[src/rtl/router_ctrl.sv]
`default_nettype none
// ============================================================================
//  Module   : router_ctrl
//  Purpose  : Control block for the 1x3 router. Decodes the 2-bit header
//             address, sequences writes of one packet into the selected
//             16-deep output FIFO, tags the header byte (lfd_state), stalls
//             the source (busy) and raises a per-port soft_reset pulse when
//             a destination leaves valid data unread for TIMEOUT cycles.
//  Ports    : clk, resetn (sync, active low)
//             pkt_valid, data_in[1:0], parity_done, low_pkt_valid  - source/datapath
//             fifo_full[2:0], fifo_empty[2:0], read_enb[2:0]       - FIFO side
//             write_enb[2:0], soft_reset[2:0], vld_out[2:0]        - per port
//             sel_full, busy, detect_add, lfd_state, ld_state,
//             laf_state, full_state, rst_int_reg, bad_addr         - decodes
//  Options  : `define ROUTER_CTRL_BAD_ADDR_DROP_EN adds a DROP_PACKET state
//             that swallows address-3 packets and flags them on bad_addr.
//  Revision : 1.0 - initial release
// ============================================================================
module router_ctrl #(
    parameter int TIMEOUT = 30,
    parameter int CNT_W   = 5
) (
    input  logic       clk,
    input  logic       resetn,
    input  logic       pkt_valid,
    input  logic [1:0] data_in,
    input  logic       parity_done,
    input  logic       low_pkt_valid,
    input  logic [2:0] fifo_full,
    input  logic [2:0] fifo_empty,
    input  logic [2:0] read_enb,
    output logic [2:0] write_enb,
    output logic [2:0] soft_reset,
    output logic [2:0] vld_out,
    output logic       sel_full,
    output logic       busy,
    output logic       detect_add,
    output logic       lfd_state,
    output logic       ld_state,
    output logic       laf_state,
    output logic       full_state,
    output logic       rst_int_reg,
    output logic       bad_addr
);

    typedef enum logic [3:0] {
        DECODE_ADDRESS     = 4'd0,
        WAIT_TILL_EMPTY    = 4'd1,
        LOAD_FIRST_DATA    = 4'd2,
        LOAD_DATA          = 4'd3,
        FIFO_FULL_STATE    = 4'd4,
        LOAD_AFTER_FULL    = 4'd5,
        LOAD_PARITY        = 4'd6,
        CHECK_PARITY_ERROR = 4'd7,
        DROP_PACKET        = 4'd8
    } state_t;

    localparam logic [CNT_W-1:0] c_cnt_term = CNT_W'(TIMEOUT - 1);
    localparam logic [CNT_W-1:0] c_cnt_one  = CNT_W'(1);

    state_t     r_state;
    state_t     w_next_state;
    logic [1:0] r_addr;
    logic       w_load_addr;
    logic       w_we;

    // Padded to four entries so an address index of 3 stays in range.
    logic [3:0] w_full_ext;
    logic [3:0] w_empty_ext;

    assign w_full_ext  = {1'b0, fifo_full};
    assign w_empty_ext = {1'b0, fifo_empty};
    assign vld_out     = ~fifo_empty;
    assign sel_full    = w_full_ext[r_addr];
    assign write_enb   = w_we ? (3'b001 << r_addr) : 3'b000;

    // ------------------------------------------------------------------
    // State / address register. A soft reset on the port being written
    // abandons the packet and overrides any normal transition.
    // ------------------------------------------------------------------
    always_ff @(posedge clk) begin
        if (!resetn) begin
            r_state <= DECODE_ADDRESS;
            r_addr  <= 2'd0;
        end else if (soft_reset[r_addr]) begin
            r_state <= DECODE_ADDRESS;
        end else begin
            r_state <= w_next_state;
            if (w_load_addr) begin
                r_addr <= data_in;
            end
        end
    end

    // ------------------------------------------------------------------
    // Next-state and state decodes.
    // ------------------------------------------------------------------
    always_comb begin
        w_next_state = r_state;
        w_load_addr  = 1'b0;
        w_we         = 1'b0;
        busy         = 1'b0;
        detect_add   = 1'b0;
        lfd_state    = 1'b0;
        ld_state     = 1'b0;
        laf_state    = 1'b0;
        full_state   = 1'b0;
        rst_int_reg  = 1'b0;
        bad_addr     = 1'b0;

        case (r_state)
            DECODE_ADDRESS: begin
                detect_add = 1'b1;
                if (pkt_valid && (data_in != 2'd3)) begin
                    w_load_addr  = 1'b1;
                    w_next_state = w_empty_ext[data_in] ? LOAD_FIRST_DATA
                                                        : WAIT_TILL_EMPTY;
                end
`ifdef ROUTER_CTRL_BAD_ADDR_DROP_EN
                else if (pkt_valid) begin
                    w_next_state = DROP_PACKET;
                end
`endif
            end
            WAIT_TILL_EMPTY: begin
                busy = 1'b1;
                if (w_empty_ext[r_addr]) begin
                    w_next_state = LOAD_FIRST_DATA;
                end
            end
            LOAD_FIRST_DATA: begin
                busy         = 1'b1;
                lfd_state    = 1'b1;
                w_we         = 1'b1;
                w_next_state = LOAD_DATA;
            end
            LOAD_DATA: begin
                ld_state = 1'b1;
                w_we     = 1'b1;
                if (w_full_ext[r_addr]) begin
                    w_next_state = FIFO_FULL_STATE;
                end else if (!pkt_valid) begin
                    w_next_state = LOAD_PARITY;
                end
            end
            FIFO_FULL_STATE: begin
                busy       = 1'b1;
                full_state = 1'b1;
                if (!w_full_ext[r_addr]) begin
                    w_next_state = LOAD_AFTER_FULL;
                end
            end
            LOAD_AFTER_FULL: begin
                busy      = 1'b1;
                laf_state = 1'b1;
                w_we      = 1'b1;
                if (parity_done) begin
                    w_next_state = DECODE_ADDRESS;
                end else if (low_pkt_valid) begin
                    w_next_state = LOAD_PARITY;
                end else begin
                    w_next_state = LOAD_DATA;
                end
            end
            LOAD_PARITY: begin
                busy         = 1'b1;
                w_we         = 1'b1;
                w_next_state = CHECK_PARITY_ERROR;
            end
            CHECK_PARITY_ERROR: begin
                busy         = 1'b1;
                rst_int_reg  = 1'b1;
                w_next_state = w_full_ext[r_addr] ? FIFO_FULL_STATE
                                                  : DECODE_ADDRESS;
            end
`ifdef ROUTER_CTRL_BAD_ADDR_DROP_EN
            DROP_PACKET: begin
                bad_addr = 1'b1;
                // The first idle cycle carries the parity byte; it is
                // swallowed along with the rest of the packet.
                if (!pkt_valid) begin
                    w_next_state = DECODE_ADDRESS;
                end
            end
`endif
            default: begin
                w_next_state = DECODE_ADDRESS;
            end
        endcase
    end

    // ------------------------------------------------------------------
    // Per-port unread timeout. The counter clears on its terminal count,
    // so a port that stays unread pulses once every TIMEOUT cycles.
    // ------------------------------------------------------------------
    for (genvar gi = 0; gi < 3; gi++) begin : g_port
        logic [CNT_W-1:0] r_cnt;
        logic             r_pulse;

        always_ff @(posedge clk) begin
            if (!resetn) begin
                r_cnt   <= '0;
                r_pulse <= 1'b0;
            end else if (!vld_out[gi] || read_enb[gi]) begin
                r_cnt   <= '0;
                r_pulse <= 1'b0;
            end else if (r_cnt == c_cnt_term) begin
                r_cnt   <= '0;
                r_pulse <= 1'b1;
            end else begin
                r_cnt   <= r_cnt + c_cnt_one;
                r_pulse <= 1'b0;
            end
        end

        assign soft_reset[gi] = r_pulse;
    end

endmodule
`default_nettype wire

[config.mk]
export PLATFORM = sky130hd
export DESIGN_NAME = router_ctrl
export DESIGN_NICKNAME = d
export VERILOG_FILES = /design/src/rtl/router_ctrl.sv
export SDC_FILE = /design/constraint.sdc
export NUM_CORES = 1
export LEC_CHECK = 0
export CAP_MARGIN = 20
export CORE_UTILIZATION = 66
export DETAILED_ROUTE_END_ITERATION = 16
export DONT_BUFFER_PORTS = 1
export GPL_TIMING_DRIVEN = 0
export PLACE_DENSITY = 0.9
export RECOVER_POWER = 50
export SETUP_SLACK_MARGIN = 0.02
export SLEW_MARGIN = 0
export SYNTH_ARGS = -nofsm -noshare
export SYNTH_HDL_FRONTEND = slang
export SYNTH_SLANG_ARGS = --single-unit
[constraint.sdc]
create_clock -name clk -period 2.6 [get_ports clk]
set_input_delay 0.52 -clock clk [delete_from_list [all_inputs] [get_ports clk]]
set_output_delay 0.52 -clock clk [all_outputs]
set_load 0.01 [all_outputs]
After elaboration in Yosys (flattened, before gate mapping):

Cells that the tools add are included.

* register bits: 24

* $add $sub $neg: 3
* $lt $le $gt $ge: 2
* eq/ne operators: 15
* shifts and indexed selects: 1
* multiplexer cells: 32
* bitwise operators: 3
* reduce and logical (&&, ||, !) cells: 19

Operator list (count)
* $pmux 4 s8: 1
* $mux 4: 5
* $mux 1: 17
* $eq 4x3->1 const B: 4
* $add 5x1->5 const B: 3
* $eq 5x5->1 const B: 3
* $mux 3: 4
* $reduce_or 3->1: 3
* $bmux 1 s2: 4
* $eq 4x2->1 const B: 2
* $ne 2x2->1 const B: 4
* $reduce_or 2->1: 4
* $lt 2x3->1 const B: 2
* $reduce_or 6->1: 1
* $eq 4x1->1 const B: 1
* $logic_not 4->1: 1
* $reduce_and 4->1: 1
* $reduce_or 4->1: 1
* $logic_not 1->1: 3
* $logic_or 1x1->1: 3
* $ne 3x3->1 const B: 1
* $not 3->3: 1
* $shl 1x2->3 const A: 1
* $mux 2: 1
* 3 further kinds: 4

Longest topological paths before layout:

* depth after elaboration: 5
* mapped depth: 5

Worst setup path after synthesis:

OpenSTA, ideal clock, no wires.

* path type: register to output
* from: register r_state[0]
* to: output write_enb[1]
* data arrival time: 1139 ps
* data required time: 2080 ps
* slack: 941 ps
* cell stages (with the launch flop): 5
* cell sequence: dfxtp_1 clkbuf_1 nand2_1 xor2_1 nor3b_1

* longest elaborated chain between the ends: 4
* elaborated cells on any way between the ends: 7

Ends and longest elaborated chain
* start, declared: line 61 `state_t r_state;`
* start signal, assigned: line 88 `r_state <= w_next_state;`
* $eq 4x3->1 or $eq 4x2->1 (tied branches): line 111 `case (r_state)`
* $reduce_or 4->1 (no line) (*)
* $mux 1 (*): line 111
* $mux 3 (*): line 75 `assign write_enb = w_we ? (3'b001 << r_addr) : 3'b000;`
* end, declared: line 32 `output logic [2:0] write_enb,`

Mark *: on every way between the ends. The rest lies on a longest branch, timed or not.

Worst setup path after layout:

* from: register r_state[1]
* to: output write_enb[1]

The elaborated chain is that of the path after synthesis.

==> key figures <==
Clocking
  – Clock slew seen by the registers of the worst setup and hold paths: 0.12 ns
  – Hold Buf Count CTS: 0
  – CTS Root Cell: sky130_fd_sc_hd__clkbuf_4
  – Number of buffers added for setup after CTS: 0
  – Clk sinks: 23
  – Total clock buffers created by CTS: 3
  – TritonCTS clock tree: done
  – PostCTS Resize Cnt: 0
  – Clk buf depth: 2
  – Worst-Skew Late Latency: ~0.30 ns
  – Total number of H-tree levels: 1

Synthesis
  – Fraction of registers with async set or reset after synthesis: 0
  – Most frequently used flop master after synthesis: sky130_fd_sc_hd__dfxtp_1
  – Average cell area after synthesis: about 8.6 sq um
  – Portion of the post-synthesis area used by sequential elements: 0.3669
  – Netlist area before placement: 1255 sq um
  – Yosys warns: 0
  – Cell count after synthesis: between 100 and 150
  – Number of enable-type register cells in the synthesized netlist: 0
  – Post-Synthesis Net Count: between 150 and 200
  – Post-synthesis register bit count: 23
  – Number of distinct library cells after synthesis: 44

Worst setup path
  – Crit path kind: flop to primary output
  – Family with the most delay on the worst path: flip-flops
  – R2r setup slk: 1.00 ns
  – List of cells traversed by the critical path: clkbuf_1 > xor2_1 > nor3b_1
  – Worst stage delay on the critical path: between 0.4 and 0.5 ns
  – Kind of end point of the critical path: primary output
  – Max FO, Critical Path: 10
  – Worst Path Required: around 2.1 ns
  – WP data arrival: between 1.5 and 2 ns
  – Standard cell with the maximum stage delay on the critical path: sky130_fd_sc_hd__dfxtp_1
  – Worst setup SP type: flop
  – Number of buffer and inverter instances along the worst setup path: 1

Hold path
  – Class of the tightest hold or removal check: input port to flop

STA
  – Final setup vio count: 0
  – Number of pins with negative max-slew slack in the final report: 0
  – Shortest period the worst path allows: ~2.2 ns
  – Least-Margin Pin Slew: around 0.56 ns
  – Final setup skew: 0.003232 ns
  – Summed negative setup slack over all endpoints: 0 ns
  – RSZ-0062 raised after global routing: no
  – Tcrit/Tclk final: 0.8325
  – Final hold vios: 0
  – Fmax: roughly 460 MHz
  – Relative slew slack: 0.6216

Floorplan
  – Die outline area: 2080 sq um
  – Die height: about 46 um
  – Initial standard-cell utilization of the core: 0.7190
  – Floorplan die width: roughly 46 um
  – Area of the core: 1745 sq um
  – Row count: 15
  – I/O pins: 34

Power and ir drop
  – Leakage power: 0.5090 nW
  – Worst VDD drop: around 0.00038 V
  – Overall power: 767.8 uW
  – Areal power density over the cells: 585.0 nW/um^2

Drt
  – Wire length per cell after detailed routing: 13.50 um
  – Number of antenna-violating nets in the routed design: 0
  – Ratio of routed vias to standard cells: between 5 and 6
  – Initial DRT Pass Iterations: 4
  – Number of vias in the routed layout: a little over 1k
  – Number of DRC violations after detailed-routing iteration 0: 13
  – Detailed-route wire length: around 2400 um
  – Drt drc: 0

Placed design
  – HPWL reported at the end of detailed placement: 1875 um
  – I/O Buffers: 0
  – Routability Congestion: roughly 0.92
  – Placed cell areas: approximately 1300 sq um

Final layout
  – Final instance area: between 1000 and 1500 sq um
  – Total area of multi-input combinational cells: 686.9 sq um
  – Most frequent standard cell in the layout excluding fill and tap cells: sky130_fd_sc_hd__dfxtp_1
  – Final antenna diode count: 0
  – Final nets: 173
  – Count of filler cells inserted in the layout: about 130
  – Post-synthesis to final-layout area growth: 4.586%
  – Total area of sequential cells: 460.4 sq um
  – Commonest cells after routing, fill and taps aside: 23 x sky130_fd_sc_hd__dfxtp_1, 19 x sky130_fd_sc_hd__nor2_1, 9 x sky130_fd_sc_hd__inv_1
  – Share of post-route cells with drive strength above 1: 0.09333

Global route
  – GR Overflow Total: 0
  – Global-route wire length before repair: roughly 3500 um
  – Largest net degree at the start of global routing: 13
  – Tot GR Track Use: 0.2318
  – Via count of the first global-routing pass: between 800 and 900
  – Number of antenna violations at the first check in global routing: 0

Job
  – Max capacitance violation total: 0

Status
  – Outcome: complete, no violations
-- registers in the layout, summed over array words and instances (netlist names) --
register / cells
g_port.r_cnt: 15
g_port.r_pulse: 3
r_state: 3
r_addr: 2
-- metrics by stage --
stage               utilization  hold slack, ns  worst slack, ns  cells
floorplan                     -          0.4334           0.9408    146
global placement         0.7369          0.4452           0.8219    171
detailed placement       0.7369          0.4596           0.8096    171
CTS                      0.7520          0.2729           0.4653    175
global route             0.7520          0.2622           0.3478    175
finish                   0.7520          0.2780           0.4355    175
-- per-layer routing --
metal	part of all wire	GRT usage
met2	0.49	0.4114
met3	0.070	0.05952
met1	0.43	0.2512
met4	0.014	0.1152
met5	0	0
-- final cells by class --
cell class,instances,area share
clock buffer,4,0.02002
tap,25,0.02383
inverter,10,0.02860
sequential,23,0.3508
multi-input combinational,104,0.5234
buffer,9,0.05338
-- cells in the mapped netlist (all sizes together) (4+ instances only) --
cell   instances  area share
inv           10       0.030
nand3          8       0.032
nor3           7       0.028
nand2          6       0.018
ha             6       0.060
buf            7       0.050
o21ai          5       0.023
dfxtp         23        0.37
nor2          19       0.057
xor2           7       0.049
a21oi          4       0.016
-- where the power goes --
group          switching, mW  leakage [nW]  internal, mW
logic                  0.136         0.308        0.0880
registers             0.0156         0.186         0.370
clock network         0.0979        0.0150        0.0597
-- cells by family (layout without fill, tap and decap cells) --
family                     Yosys count  after routing  share of synthesized area
and+or+nand+nor                     61             61                     0.2522
DFF                                 23             23                     0.3669
AOI/OAI and AO/OA                   22             22                     0.1296
buffers and inverters               19             23                    0.08574
xor gates and xnor gates            10             10                    0.06980
adders and majority gates            6              6                    0.05982
muxes                                4              4                    0.03290
other                                1              1                   0.002988
-- worst register-to-register path: cells and delay by family (launching register included) --
kind	cells	cell delay [ns]
compound gates	2	0.30
buf+inv	1	0.16
flops	1	0.31
simple gates	2	0.73
-- path summary, 6_finish.rpt --
kind,to,start,cells past startpoint
worst max-delay path,write_enb[1],r_state[1],3
worst min-delay path,g_port[2].r_pulse,fifo_empty[2],1
worst max register to register,r_state[0],r_state[2],5
worst min register to register,g_port[1].r_cnt[0],g_port[1].r_cnt[0],1
No activity file was read; power rests on OpenSTA's default activity.
